[config.mk]
export PLATFORM = sky130hd
export DESIGN_NAME = uart_core
export DESIGN_NICKNAME = d
export VERILOG_FILES = /design/src/rtl/uart_core.sv
export SDC_FILE = /design/constraint.sdc
export NUM_CORES = 1
export LEC_CHECK = 0
export CAP_MARGIN = 20
export CORE_ASPECT_RATIO = 0.9
export CORE_MARGIN = 5
export CORE_UTILIZATION = 42
export CTS_BUF_LIST = sky130_fd_sc_hd__clkbuf_4 sky130_fd_sc_hd__clkbuf_8
export CTS_CLUSTER_SIZE = 25
export DETAILED_ROUTE_END_ITERATION = 10
export DONT_BUFFER_PORTS = 1
export GPL_TIMING_DRIVEN = 0
export PLACE_DENSITY = 0.65
export SLEW_MARGIN = 0
export SYNTH_ARGS = -nofsm -noshare
export SYNTH_HDL_FRONTEND = slang
export SYNTH_SLANG_ARGS = --single-unit
[constraint.sdc]
create_clock -name i_clk -period 6.9 [get_ports i_clk]
set_input_delay 0.345 -clock i_clk [delete_from_list [all_inputs] [get_ports i_clk]]
set_output_delay 0.345 -clock i_clk [all_outputs]
set_load 0.01 [all_outputs]
[src/rtl/uart_core.sv]
// uart_core: full-duplex UART with internal TX/RX FIFOs, a 2-flop RX
// synchroniser, mid-bit RX sampling and sticky framing/overrun flags.
// Optional feature: define UART_PARITY_EN to add a parity bit
// (sense chosen by PARITY_ODD); otherwise o_parity_err is tied to 0.

// Synchronous FIFO with show-ahead head, extra pointer bit for full/empty.
module uart_fifo #(
   parameter int unsigned WIDTH = 8,
   parameter int unsigned DEPTH = 8
) (
   input  logic             i_clk,
   input  logic             i_reset,
   input  logic             i_write,
   input  logic [WIDTH-1:0] i_wdata,
   input  logic             i_read,
   output logic [WIDTH-1:0] o_rdata,
   output logic             o_full,
   output logic             o_empty
);
   localparam int unsigned AW = $clog2(DEPTH);

   logic [WIDTH-1:0] mem_q [DEPTH];
   logic [AW:0]      wr_ptr_q, wr_ptr_d;
   logic [AW:0]      rd_ptr_q, rd_ptr_d;
   logic             do_write;
   logic             do_read;

   assign o_empty  = (wr_ptr_q == rd_ptr_q);
   assign o_full   = (wr_ptr_q[AW] != rd_ptr_q[AW]) &&
                     (wr_ptr_q[AW-1:0] == rd_ptr_q[AW-1:0]);
   // A read in the same cycle frees the slot a write into a full FIFO needs.
   assign do_write = i_write && (!o_full || i_read);
   assign do_read  = i_read && !o_empty;
   // An empty FIFO presents zero instead of stale storage.
   assign o_rdata  = o_empty ? '0 : mem_q[rd_ptr_q[AW-1:0]];

   // Advance each pointer on an accepted access; wrap-around is natural.
   always_comb begin
      // NOTE: every comb output gets a default first so no path can infer a latch.
      wr_ptr_d = wr_ptr_q;
      rd_ptr_d = rd_ptr_q;
      if (do_write) wr_ptr_d = wr_ptr_q + (AW+1)'(1);
      if (do_read)  rd_ptr_d = rd_ptr_q + (AW+1)'(1);
   end

   // Pointer registers.
   always_ff @(posedge i_clk or posedge i_reset) begin
      // NOTE: sequential state uses <= so every flop sees pre-edge values.
      if (i_reset) begin
         wr_ptr_q <= '0;
         rd_ptr_q <= '0;
      end else begin
         wr_ptr_q <= wr_ptr_d;
         rd_ptr_q <= rd_ptr_d;
      end
   end

   // Storage write.
   // NOTE: storage has no reset; the pointers alone decide which entries are valid.
   always_ff @(posedge i_clk) begin
      if (do_write) mem_q[wr_ptr_q[AW-1:0]] <= i_wdata;
   end
endmodule

module uart_core #(
   parameter int unsigned DATA_BITS      = 8,
   parameter int unsigned CYCLES_PER_BIT = 108,
   parameter int unsigned FIFO_DEPTH     = 8,
   parameter int unsigned PARITY_ODD     = 0
) (
   input  logic                 i_clk,
   input  logic                 i_reset,
   input  logic [DATA_BITS-1:0] i_tx_data,
   input  logic                 i_tx_write,
   output logic                 o_tx_full,
   output logic                 o_tx_idle,
   output logic [DATA_BITS-1:0] o_rx_data,
   input  logic                 i_rx_read,
   output logic                 o_rx_empty,
   input  logic                 i_err_clr,
   output logic                 o_frame_err,
   output logic                 o_overrun,
   output logic                 o_parity_err,
   output logic                 o_tx_w,
   input  logic                 i_rx_w
);
   localparam int unsigned CNT_W = $clog2(CYCLES_PER_BIT);
   localparam int unsigned BIT_W = $clog2(DATA_BITS);
   localparam logic [CNT_W-1:0] BIT_RELOAD  = CNT_W'(CYCLES_PER_BIT - 1);
   localparam logic [CNT_W-1:0] HALF_RELOAD = CNT_W'(CYCLES_PER_BIT / 2 - 1);
   localparam logic [BIT_W-1:0] LAST_BIT    = BIT_W'(DATA_BITS - 1);
`ifdef UART_PARITY_EN
   localparam logic PAR_SENSE = (PARITY_ODD != 0);
`endif

   typedef enum logic [2:0] {
      TX_IDLE,
      TX_START,
      TX_DATA,
`ifdef UART_PARITY_EN
      TX_PARITY,
`endif
      TX_STOP
   } tx_state_e;

   typedef enum logic [2:0] {
      RX_IDLE,
      RX_START,
      RX_DATA,
`ifdef UART_PARITY_EN
      RX_PARITY,
`endif
      RX_STOP,
      RX_WAIT
   } rx_state_e;

   // ---------------- TX path ----------------
   tx_state_e            tx_state_q, tx_state_d;
   logic [CNT_W-1:0]     tx_baud_q, tx_baud_d;
   logic [BIT_W-1:0]     tx_bit_q, tx_bit_d;
   logic [DATA_BITS-1:0] tx_shift_q, tx_shift_d;
   logic [DATA_BITS-1:0] tx_fifo_data;
   logic                 tx_empty;
   logic                 tx_done;
   logic                 tx_pop;
`ifdef UART_PARITY_EN
   logic                 tx_par_q, tx_par_d;
`endif

   uart_fifo #(.WIDTH(DATA_BITS), .DEPTH(FIFO_DEPTH)) u_tx_fifo (
      .i_clk   (i_clk),
      .i_reset (i_reset),
      .i_write (i_tx_write),
      .i_wdata (i_tx_data),
      .i_read  (tx_pop),
      .o_rdata (tx_fifo_data),
      .o_full  (o_tx_full),
      .o_empty (tx_empty)
   );

   assign tx_done   = (tx_baud_q == '0);
   assign o_tx_idle = tx_empty && (tx_state_q == TX_IDLE);

   // TX state register and datapath flops.
   always_ff @(posedge i_clk or posedge i_reset) begin
      if (i_reset) begin
         tx_state_q <= TX_IDLE;
         tx_baud_q  <= '0;
         tx_bit_q   <= '0;
         tx_shift_q <= '0;
      end else begin
         tx_state_q <= tx_state_d;
         tx_baud_q  <= tx_baud_d;
         tx_bit_q   <= tx_bit_d;
         tx_shift_q <= tx_shift_d;
      end
   end

   // TX next state: each bit lasts BIT_RELOAD+1 clocks; a pop loads a new frame.
   always_comb begin
      tx_state_d = tx_state_q;
      tx_baud_d  = tx_baud_q;
      tx_bit_d   = tx_bit_q;
      tx_shift_d = tx_shift_q;
`ifdef UART_PARITY_EN
      tx_par_d   = tx_par_q;
`endif
      if (tx_state_q != TX_IDLE) tx_baud_d = tx_baud_q - CNT_W'(1);
      case (tx_state_q)
         TX_IDLE: ;
         TX_START: if (tx_done) begin
            tx_state_d = TX_DATA;
            tx_baud_d  = BIT_RELOAD;
            tx_bit_d   = '0;
         end
         TX_DATA: if (tx_done) begin
            tx_shift_d = tx_shift_q >> 1;
            tx_baud_d  = BIT_RELOAD;
            if (tx_bit_q == LAST_BIT) begin
`ifdef UART_PARITY_EN
               tx_state_d = TX_PARITY;
`else
               tx_state_d = TX_STOP;
`endif
            end else begin
               tx_bit_d = tx_bit_q + BIT_W'(1);
            end
         end
`ifdef UART_PARITY_EN
         TX_PARITY: if (tx_done) begin
            tx_state_d = TX_STOP;
            tx_baud_d  = BIT_RELOAD;
         end
`endif
         TX_STOP: if (tx_done) tx_state_d = TX_IDLE;
         default: tx_state_d = TX_IDLE;
      endcase
      // Popping from IDLE or at the end of STOP starts the next frame with no gap.
      if (tx_pop) begin
         tx_state_d = TX_START;
         tx_baud_d  = BIT_RELOAD;
         tx_shift_d = tx_fifo_data;
`ifdef UART_PARITY_EN
         tx_par_d   = (^tx_fifo_data) ^ PAR_SENSE;
`endif
      end
   end

   // TX outputs: FIFO pop request and serial line level.
   always_comb begin
      tx_pop = 1'b0;
      o_tx_w = 1'b1;
      case (tx_state_q)
         TX_IDLE:   tx_pop = !tx_empty;
         TX_START:  o_tx_w = 1'b0;
         TX_DATA:   o_tx_w = tx_shift_q[0];
`ifdef UART_PARITY_EN
         TX_PARITY: o_tx_w = tx_par_q;
`endif
         TX_STOP:   tx_pop = tx_done && !tx_empty;
         default: ;
      endcase
   end

   // ---------------- RX path ----------------
   rx_state_e            rx_state_q, rx_state_d;
   logic [CNT_W-1:0]     rx_baud_q, rx_baud_d;
   logic [BIT_W-1:0]     rx_bit_q, rx_bit_d;
   logic [DATA_BITS-1:0] rx_shift_q, rx_shift_d;
   logic [1:0]           rx_sync_q, rx_sync_d;
   logic                 rx_line;
   logic                 rx_done;
   logic                 rx_full;
   logic                 rx_good;
   logic                 rx_push;
   logic                 set_frame;
   logic                 set_overrun;
   logic                 set_parity;
   logic                 frame_err_q, frame_err_d;
   logic                 overrun_q, overrun_d;
`ifdef UART_PARITY_EN
   logic                 rx_bad_q, rx_bad_d;
   logic                 rx_par_bad;
   logic                 parity_err_q, parity_err_d;
`endif

   uart_fifo #(.WIDTH(DATA_BITS), .DEPTH(FIFO_DEPTH)) u_rx_fifo (
      .i_clk   (i_clk),
      .i_reset (i_reset),
      .i_write (rx_push),
      .i_wdata (rx_shift_q),
      .i_read  (i_rx_read),
      .o_rdata (o_rx_data),
      .o_full  (rx_full),
      .o_empty (o_rx_empty)
   );

   assign rx_sync_d   = {rx_sync_q[0], i_rx_w};
   assign rx_line     = rx_sync_q[1];
   assign rx_done     = (rx_baud_q == '0);
   assign set_overrun = rx_push && rx_full && !i_rx_read;
`ifdef UART_PARITY_EN
   assign rx_par_bad  = rx_line != ((^rx_shift_q) ^ PAR_SENSE);
   assign rx_good     = !rx_bad_q;
`else
   assign rx_good     = 1'b1;
`endif

   // Synchroniser, RX state register and datapath flops; line idles high.
   always_ff @(posedge i_clk or posedge i_reset) begin
      if (i_reset) begin
         rx_sync_q  <= 2'b11;
         rx_state_q <= RX_IDLE;
         rx_baud_q  <= '0;
         rx_bit_q   <= '0;
         rx_shift_q <= '0;
      end else begin
         rx_sync_q  <= rx_sync_d;
         rx_state_q <= rx_state_d;
         rx_baud_q  <= rx_baud_d;
         rx_bit_q   <= rx_bit_d;
         rx_shift_q <= rx_shift_d;
      end
   end

   // RX next state: half-bit delay to the start-bit centre, then full-bit steps.
   always_comb begin
      rx_state_d = rx_state_q;
      rx_baud_d  = rx_baud_q;
      rx_bit_d   = rx_bit_q;
      rx_shift_d = rx_shift_q;
`ifdef UART_PARITY_EN
      rx_bad_d   = rx_bad_q;
`endif
      if (rx_state_q != RX_IDLE && rx_state_q != RX_WAIT) rx_baud_d = rx_baud_q - CNT_W'(1);
      case (rx_state_q)
         RX_IDLE: if (!rx_line) begin
            rx_state_d = RX_START;
            rx_baud_d  = HALF_RELOAD;
            rx_bit_d   = '0;
`ifdef UART_PARITY_EN
            rx_bad_d   = 1'b0;
`endif
         end
         RX_START: if (rx_done) begin
            rx_state_d = rx_line ? RX_IDLE : RX_DATA;
            rx_baud_d  = BIT_RELOAD;
         end
         RX_DATA: if (rx_done) begin
            rx_shift_d = {rx_line, rx_shift_q[DATA_BITS-1:1]};
            rx_baud_d  = BIT_RELOAD;
            if (rx_bit_q == LAST_BIT) begin
`ifdef UART_PARITY_EN
               rx_state_d = RX_PARITY;
`else
               rx_state_d = RX_STOP;
`endif
            end else begin
               rx_bit_d = rx_bit_q + BIT_W'(1);
            end
         end
`ifdef UART_PARITY_EN
         RX_PARITY: if (rx_done) begin
            rx_bad_d   = rx_par_bad;
            rx_state_d = RX_STOP;
            rx_baud_d  = BIT_RELOAD;
         end
`endif
         RX_STOP: if (rx_done) rx_state_d = rx_line ? RX_IDLE : RX_WAIT;
         RX_WAIT: if (rx_line) rx_state_d = RX_IDLE;
         default: rx_state_d = RX_IDLE;
      endcase
   end

   // RX outputs: FIFO push and error set events.
   always_comb begin
      rx_push    = 1'b0;
      set_frame  = 1'b0;
      set_parity = 1'b0;
      case (rx_state_q)
`ifdef UART_PARITY_EN
         RX_PARITY: set_parity = rx_done && rx_par_bad;
`endif
         RX_STOP: if (rx_done) begin
            rx_push   = rx_line && rx_good;
            set_frame = !rx_line;
         end
         default: ;
      endcase
   end

   // Sticky error flags: a set event beats a simultaneous clear.
   always_comb begin
      frame_err_d = i_err_clr ? 1'b0 : frame_err_q;
      overrun_d   = i_err_clr ? 1'b0 : overrun_q;
      if (set_frame)   frame_err_d = 1'b1;
      if (set_overrun) overrun_d   = 1'b1;
`ifdef UART_PARITY_EN
      parity_err_d = i_err_clr ? 1'b0 : parity_err_q;
      if (set_parity) parity_err_d = 1'b1;
`endif
   end

   // Sticky error flag registers.
   always_ff @(posedge i_clk or posedge i_reset) begin
      if (i_reset) begin
         frame_err_q <= 1'b0;
         overrun_q   <= 1'b0;
      end else begin
         frame_err_q <= frame_err_d;
         overrun_q   <= overrun_d;
      end
   end

   assign o_frame_err = frame_err_q;
   assign o_overrun   = overrun_q;

`ifdef UART_PARITY_EN
   // Parity flops: TX parity bit, RX bad-frame marker and parity error flag.
   always_ff @(posedge i_clk or posedge i_reset) begin
      if (i_reset) begin
         tx_par_q     <= 1'b0;
         rx_bad_q     <= 1'b0;
         parity_err_q <= 1'b0;
      end else begin
         tx_par_q     <= tx_par_d;
         rx_bad_q     <= rx_bad_d;
         parity_err_q <= parity_err_d;
      end
   end

   assign o_parity_err = parity_err_q;
`else
   assign o_parity_err = 1'b0;
`endif
endmodule

==> summary.md, run 1 <==
| Metric | Value |
|---|---|
| Status | complete, no violations |
| Die ar. | 22,300 sq um |
| # DRC | 0 |
| Largest net degree at the start of global routing | 40 |
| Max H-tree Level | 4 |
| Cell internal pwr | 2.05 mW |
| Avg Vias per Cell | 5.26 |
| Final Slew Violations | 0 |
| Final worst-path cycle share | 44.2% |
| Die Wd | 157 um |
| Post-synth top area cell | edfxtp_1 |
| Flop2flop setup slack | 4120 ps |
| Setup slack after layout | 3850 ps |
| Core area | 19,200 sq um |
| Net switching power | 1.04 mW |
| Main synth FF type | edfxtp_1 |
| Final hold vios | 0 |
| Starting density of the core | 42.6% |
| Routed Antenna Nets | 0 |
| Sequential area share after synthesis | 65.8% |
| Post-synthesis simple-gate area fraction | 7.42% |
| EDFF count, synth | 128 |
| Syn Nets | 531 |
| Worst Path Required | 6550 ps |
| Syn Inst Count | 500 |
| Critical path class | register to output pin |
| Crit path launch type | register |
| Synth cell types | 60 |
| Clk slew on worst S/H paths | 100 ps |
| CP top delay family | buffers and inverters |
| Area added between synthesis and finish | 10.6% |
| Finish-stage setup viols | 0 |
| Initial antenna violation count | 0 |
| Buffers and inverters on the worst path | 2 |
| Largest family of logic cells by synthesized area | multiplexers |
| Critical Path Slowest Stage Cell | nor4_1 |
| Syn. warnings | 0 |
| I/O Buffers | 0 |
| CTS tree | yes |
| CP endpoint kind | output pin |
| Vias after detailed routing | 4,195 |
| Sinks on Clock Net | 189 |
| Multiplexer area fraction after synthesis | 15.0% |
| Ports | 29 |
| DR WL/cell | 17.8 um |
| Share of layout cells above drive strength 1 | 18.8% |
| Max Cap Viol | 0 |
| Max-Slew Margin vs Limit | 46.8% |
| Synth async-reset ratio | 32.3% |
| Post-synth top cells | edfxtp_1, dfrtp_1, mux2i_1, mux4_2, nor2_1 |
| Clock Skew | 18.3 ps |
| ANT cells | 0 |
| Worst VDD drop | 0.000164 V |
| Post-Synth Adder-Cell Area | 2.61% |
| Final wirelength | 14,200 um |
| Post-CTS setup buffer count | 0 |
| Area fraction of the dominant cell type after synthesis | 47.1% |
| Clk Latency, worst-skew pair | 470 ps |
| Die H | 142 um |
| Worst endpoint data arrival time | 2700 ps |
| Leakage power | 3.46 nW |
| Worst-path cell chain | clkbuf_1 -> xor2_1 -> nor4_1 -> clkbuf_1 -> nor2_1 |
| Synth Area in XOR/XNOR | 3.43% |
| Clk buf depth | 2 |
| Root buf cell | clkbuf_8 |
| Crit-path most repeated cell | clkbuf_1 |
| Global-route wire length before repair | 23,400 um |
| Fmax | 0.328 GHz |
| Net Sw Frac | 33.6% |
| Most frequent cell after synthesis | edfxtp_1 |
| RSZ-0062 raised after global routing | no |
| Syn Area/Cell | 16.3 sq um |
| Mapped Area | 8160 sq um |
| Placer Congestion | 0.774 |
| Yosys reg bits | 189 |
| Combinational fraction of design power | 30.3% |
| Total Routing Usage GR | 13.6% |
| Vias in the first global route | 4,418 |
| Flop pwr share | 46.5% |
| Detailed Place HPWL | 9720 um |
| Final #Nets | 566 |
| Top cells by area, synth | edfxtp_1, dfrtp_1, mux4_2, mux2i_1, ha_1 |
| Fill count | 1,622 |
| Clock power frac | 23.2% |
| Post_cts resized | 0 |
| Setup_tns | 0 ps |
| Pwr per Cell Area | 342 nW/um^2 |
| Std cell rows | 48 |
| Synth Area in Compound Gates | 3.86% |
| CP Max Fanout | 10 |
| Final min period | 3050 ps |
| TritonCTS buffer count | 17 |
| Drt initial violations | 280 |
| HP Class | input pin to register |
| Worst path max stage delay | 510 ps |
| Slew @ Worst Pin | 795 ps |
| Dpl ws | 4140 ps |
| Drt first pass iters | 5 |
| Grt total ovfl | 0 |
repair_timing:
action	in CTS	in global routing
hold buffers	11	0
setup endpoints to repair	0	0
hold endpoints to repair	89	0
cells by family after synthesis:
kind of cell | Yosys count
multiplexers | 80
other | 1
AND/OR/NAND/NOR | 103
adder cells (fa/ha/maj) | 17
AO/OA/AOI/OAI | 41
buffers and inverters | 37
XOR/XNOR | 32
flip-flops | 189
area by class of cell:
cell class	count	area, sq um	share of cell area (%)
flip-flops and latches	189	5370	59.5
multi-input cells	274	2640	29.2
well taps	250	313	3.46
clock buffers	17	234	2.59
clock inverters	15	164	1.82
repair buffers	16	155	1.72
plain buffers	23	98.8	1.09
inverters	14	52.6	0.582
layer usage:
metal  vias up  part of all wire [%]  wire length [um]  track usage (%)
met3        14                   3.8               536             3.71
met5         -                     0                 0                0
met2        63                    51              7220             22.8
li1       1982                     -                 -                -
met4         0                   1.0               145             3.70
met1      2136                    44              6300             17.7
state kept, by name (all words and copies together) (netlist names):
register            flops
o_frame_err             1
rx_state_q              3
u_rx_fifo.wr_ptr_q      4
u_rx_fifo.rd_ptr_q      4
rx_bit_q                3
o_overrun               1
rx_shift_q              8
u_tx_fifo.rd_ptr_q      4
tx_baud_q               7
tx_shift_q              8
rx_baud_q               7
rx_sync_q               2
u_tx_fifo.mem_q        64
u_rx_fifo.mem_q        64
tx_state_q              2
tx_bit_q                3
u_tx_fifo.wr_ptr_q      4
cell usage in the layout, fill, tap and decap left out, types with 11 or more instances in the layout:
cell,netlist,layout
clkbuf_8,0,17
mux4_2,32,32
edfxtp_1,128,128
inv_1,14,13
mux2i_1,32,32
dlygate4sd3_1,0,11
nor2_1,26,26
xor2_1,19,19
ha_1,17,17
mux2_2,14,14
dfrtp_1,59,59
nor3_1,11,11
nand2_1,14,14
clkbuf_1,12,12
xnor2_1,13,13
final timing paths:
kind / startpoint / endpoint / cells after the start
max in group asynchronous: i_reset / rx_sync_q[1]$_DFF_PP1_ / 3
worst max-delay path: u_rx_fifo.rd_ptr_q[1]$_DFFE_PP0P_ / o_rx_data[4] / 5
min in group asynchronous: i_reset / tx_bit_q[2]$_DFFE_PP0P_ / 2
worst min register to register: rx_sync_q[0]$_DFF_PP1_ / rx_sync_q[1]$_DFF_PP1_ / 0
worst max register to register: tx_state_q[0]$_DFFE_PP0P_ / u_tx_fifo.mem_q[6][1]$_DFFE_PP_ / 8
worst min-delay path: i_rx_read / u_rx_fifo.rd_ptr_q[0]$_DFFE_PP0P_ / 2
through the flow:
step | hold slack (ps) | utilization (%) | instances | total power [mW] | cell area (sq um)
after floorplan | 345 | - | 500 | 2.18 | 8160
after global placement | 348 | 44.2 | 750 | 2.36 | 8480
after detailed placement | 294 | 44.5 | 755 | 2.40 | 8520
after CTS | 40.8 | 47.1 | 798 | 3.13 | 9030
after global routing | 46.4 | 47.1 | 798 | 3.28 | 9030
final | 64.9 | 47.1 | 798 | 3.09 | 9030
power groups by stage:
stage / clock network [mW] / registers, mW / logic (mW)
finish: 0.716 / 1.44 / 0.934
global route: 0.786 / 1.45 / 1.04
CTS: 0.737 / 1.44 / 0.955
detailed placement: 0 / 1.46 / 0.942
global placement: 0 / 1.46 / 0.900
floorplan: 0 / 1.44 / 0.743
Power figures use the tool's default switching activity.
==> run 2: changes to the inputs <==
- ABC_AREA: default -> 1
- clock period: 6.9 -> 3.05 ns (I/O delays scaled with it)
==> summary.md, run 2 <==
| Metric | Value |
|---|---|
| Status | complete, no violations |
| Clk slew on worst S/H paths | 110 ps (about the same) |
| Vias after detailed routing | 5,654 (+35%) |
| Share of layout cells above drive strength 1 | 9.31% (-9.5 points) |
| Die H | 144 um (+1.3%) |
| HP Class | input pin to register |
| Total Routing Usage GR | 15.7% (+2.0 points) |
| Critical path class | register to register |
| I/O Buffers | 0 (unchanged) |
| Combinational fraction of design power | 38.5% (+8.2 points) |
| CP Max Fanout | 9 (-1) |
| Avg Vias per Cell | 5.08 (-3.5%) |
| Synth Area in Compound Gates | 7.30% (+3.4 points) |
| Top cells by area, synth | edfxtp_1, dfrtp_1, nand2_1, nor2_1, o21ai_0 |
| Fill count | 1,793 (+11%) |
| Initial antenna violation count | 0 (unchanged) |
| Pwr per Cell Area | 847 nW/um^2 (+150%) |
| Syn Area/Cell | 10.4 sq um (-36%) |
| Largest net degree at the start of global routing | 43 (+7.5%) |
| Cell internal pwr | 4.63 mW (+130%) |
| FF-to-FF End | u_tx_fifo.mem_q[3][6]$_DFFE_PP_ |
| ANT cells | 0 (unchanged) |
| Final hold vios | 0 (unchanged) |
| Main synth FF type | edfxtp_1 |
| # DRC | 0 (unchanged) |
| Largest family of logic cells by synthesized area | simple AND/OR/NAND/NOR gates |
| Worst VDD drop | 0.000599 V (+260%) |
| RSZ-0062 raised after global routing | no |
| Drt first pass iters | 5 (unchanged) |
| Fmax | 0.383 GHz |
| EDFF count, synth | 128 (unchanged) |
| Area added between synthesis and finish | 10.7% (about the same) |
| Multiplexer area fraction after synthesis | 0.119% (-15 points) |
| Die ar. | 22,900 sq um (+2.7%) |
| WHS | 110 ps (+44.8 ps) |
| Post-route insts no fill | 1,114 (+40%) |
| Syn. warnings | 0 (unchanged) |
| Critical Path Slowest Stage Cell | nor3_1 |
| Std cell rows | 49 (+2.1%) |
| Clock power frac | 20.9% (-2.3 points) |
| Post-CTS setup buffer count | 0 (unchanged) |
| Post-Synth Adder-Cell Area | 2.53% (-0.073 points) |
| Commonest non-fill, non-tap cell in the layout | nand2_1 |
| R2R Path Start | tx_state_q[0]$_DFFE_PP0P_ |
| Setup slack after layout | 441 ps (-3410 ps) |
| Syn Nets | 841 (+58%) |
| Max-Slew Margin vs Limit | 34.4% (-12 points) |
| Net switching power | 3.24 mW (+210%) |
| DR WL/cell | 15.6 um (-12%) |
| Leakage power | 3.93 nW (+14%) |
| Drt initial violations | 427 (+53%) |
| Routed Antenna Nets | 0 (unchanged) |
| TritonCTS buffer count | 17 (unchanged) |
| Synth async-reset ratio | 32.3% (unchanged) |
| Worst Hold End | u_rx_fifo.wr_ptr_q[0]$_DFFE_PP0P_ |
| CP startpoint | tx_state_q[0]$_DFFE_PP0P_ |
| Final wirelength | 17,400 um (+23%) |
| Final worst-path cycle share | 85.5% |
| CP endpoint kind | register |
| Post_cts resized | 0 (unchanged) |
| Dpl cells | 1,068 (+41%) |
| Reg2Reg Depth | 9 (+1) |
| Worst endpoint data arrival time | 2810 ps (+110 ps) |
| Hold Path Origin | i_rx_read |
| Most frequent cell after synthesis | nand2_1 |
| Synth Area in XOR/XNOR | 1.56% (-1.9 points) |
| Syn Inst Count | 810 (+62%) |
| Post-synthesis simple-gate area fraction | 19.6% (+12 points) |
| Storage cell area | 5370 sq um (unchanged) |
| Flop2flop setup slack | 440 ps (-3680 ps) |
| Detailed Place HPWL | 11,300 um (+17%) |
| Post-synth top area cell | edfxtp_1 |
| Area occupied by multi-input gates | 2620 sq um (-0.62%) |
| Mapped Area | 8400 sq um (+2.9%) |
| Crit path launch type | register |
| Post-synth top cells | nand2_1, edfxtp_1, nor2_1 |
| Clk buf depth | 2 (unchanged) |
| Final Slew Violations | 0 (unchanged) |
| Grt total ovfl | 0 (unchanged) |
| Die Wd | 159 um (+1.3%) |
| Worst-path cell chain | inv_1 -> ha_1 -> inv_1 -> nand2_1 -> nand3_4 -> nand2_4 -> nand2_4 -> nor3_1 -> buf_4 |
| Final #Nets | 877 (+55%) |
| Worst path max stage delay | 660 ps (+150 ps) |
| Area fraction of the dominant cell type after synthesis | 45.8% (-1.3 points) |
| Clock Skew | 11.1 ps (-7.25 ps) |
| Placer Congestion | 0.779 (+0.70%) |
| Most frequent cells in the layout | nand2_1, edfxtp_1, nor2_1 |
| Dpl ws | 452 ps (-3680 ps) |
| Max H-tree Level | 4 (unchanged) |
| Core area | 19,800 sq um (+3.4%) |
| Clk Latency, worst-skew pair | 480 ps (about the same) |
| Flop pwr share | 40.6% (-5.9 points) |
| Hold Path Stages | 5 (+3) |
| Max Cap Viol | 0 (unchanged) |
| Worst Path Required | 3250 ps (-3300 ps) |
| Starting density of the core | 42.4% (-0.20 points) |
| Net Sw Frac | 41.2% (+7.6 points) |
| Finish-stage setup viols | 0 (unchanged) |
| Setup_tns | 0 ps (unchanged) |
| Yosys reg bits | 189 (unchanged) |
| Hold-fix buffers, CTS | 14 (+3) |
| Final min period | 2610 ps |
| Sinks on Clock Net | 189 (unchanged) |
| Ports | 29 (unchanged) |
| Vias in the first global route | 5,456 (+23%) |
| CTS tree | yes |
| Root buf cell | clkbuf_8 |
| Sequential area share after synthesis | 64.0% (-1.8 points) |
| Synth cell types | 42 (-30%) |
| Slew @ Worst Pin | 981 ps (+185 ps) |
| Global-route wire length before repair | 28,300 um (+21%) |
## run 2: cell types whose count changed after synthesis, sizes merged, moves of 10 or more
| cell | delta |
|---|---|
| nor2 | +82 |
| o21ai | +64 |
| xnor2 | -10 |
| a22o | -10 |
| inv | +50 |
| mux2 | -16 |
| nand2 | +179 |
| nand3 | +58 |
| mux4 | -32 |
| mux2i | -31 |
## run 2: area by class of cell
type / count / area share, %
inverter: 66 / 2.69
clock buffer: 17 / 2.52
tap: 255 / 3.43
multi-input combinational: 526 / 28.2
clock inverter: 15 / 1.78
timing repair buffer: 17 / 1.88
sequential: 189 / 57.8
buffer: 29 / 1.70
## run 2: power groups by stage
stage | registers (mW) | logic, mW | clock network [mW]
floorplan | 3.21 | 2.24 | 0
global placement | 3.25 | 2.95 | 0
detailed placement | 3.25 | 3.01 | 0
CTS | 3.20 | 3.04 | 1.69
global route | 3.23 | 3.43 | 1.81
finish | 3.20 | 3.03 | 1.65
## run 2: cell families (layout without fill, tap and decap cells)
group	after synthesis	in the layout
DFF	189	189
AOI/OAI and AO/OA	110	110
other	1	1
and+or+nand+nor	382	382
muxes	1	1
xor gates and xnor gates	15	15
buffers and inverters	95	144
adders and majority gates	17	17
## run 2: stage by stage
step	util [%]	area [sq um]	total power, mW
after detailed placement	44.2	8760	6.26
after CTS	46.9	9300	7.93
final	46.9	9300	7.88
after global routing	46.9	9300	8.48
after floorplan	-	8400	5.46
after global placement	44.0	8720	6.20
## run 2: per-layer routing
layer  up-vias  GRT usage (%)  wire [um]
met2       144           25.6       8130
met3        21           4.08       1090
met1      2686           20.9       7980
met5         -              0          0
li1       2803              -          -
met4         0           4.44        221
## run 2: worst max-delay path, delay by kind of cell (launching register included)
kind | cells | cell delay [ps]
fa+ha+maj | 1 | 200
buf+inv | 3 | 530
flops | 1 | 430
simple gates | 5 | 1160
## run 2: worst max path at each step
stage	endpoint	slack, ps	cells past startpoint
after floorplan	u_tx_fifo.mem_q[1][0]$_DFFE_PP_	830	10
after global placement	u_tx_fifo.mem_q[1][6]$_DFFE_PP_	150	10
after detailed placement	u_tx_fifo.mem_q[6][6]$_DFFE_PP_	450	8
after CTS	u_tx_fifo.mem_q[6][0]$_DFFE_PP_	430	8
after global routing	u_rx_fifo.mem_q[0][7]$_DFFE_PP_	240	8
final	u_tx_fifo.mem_q[3][6]$_DFFE_PP_	440	9
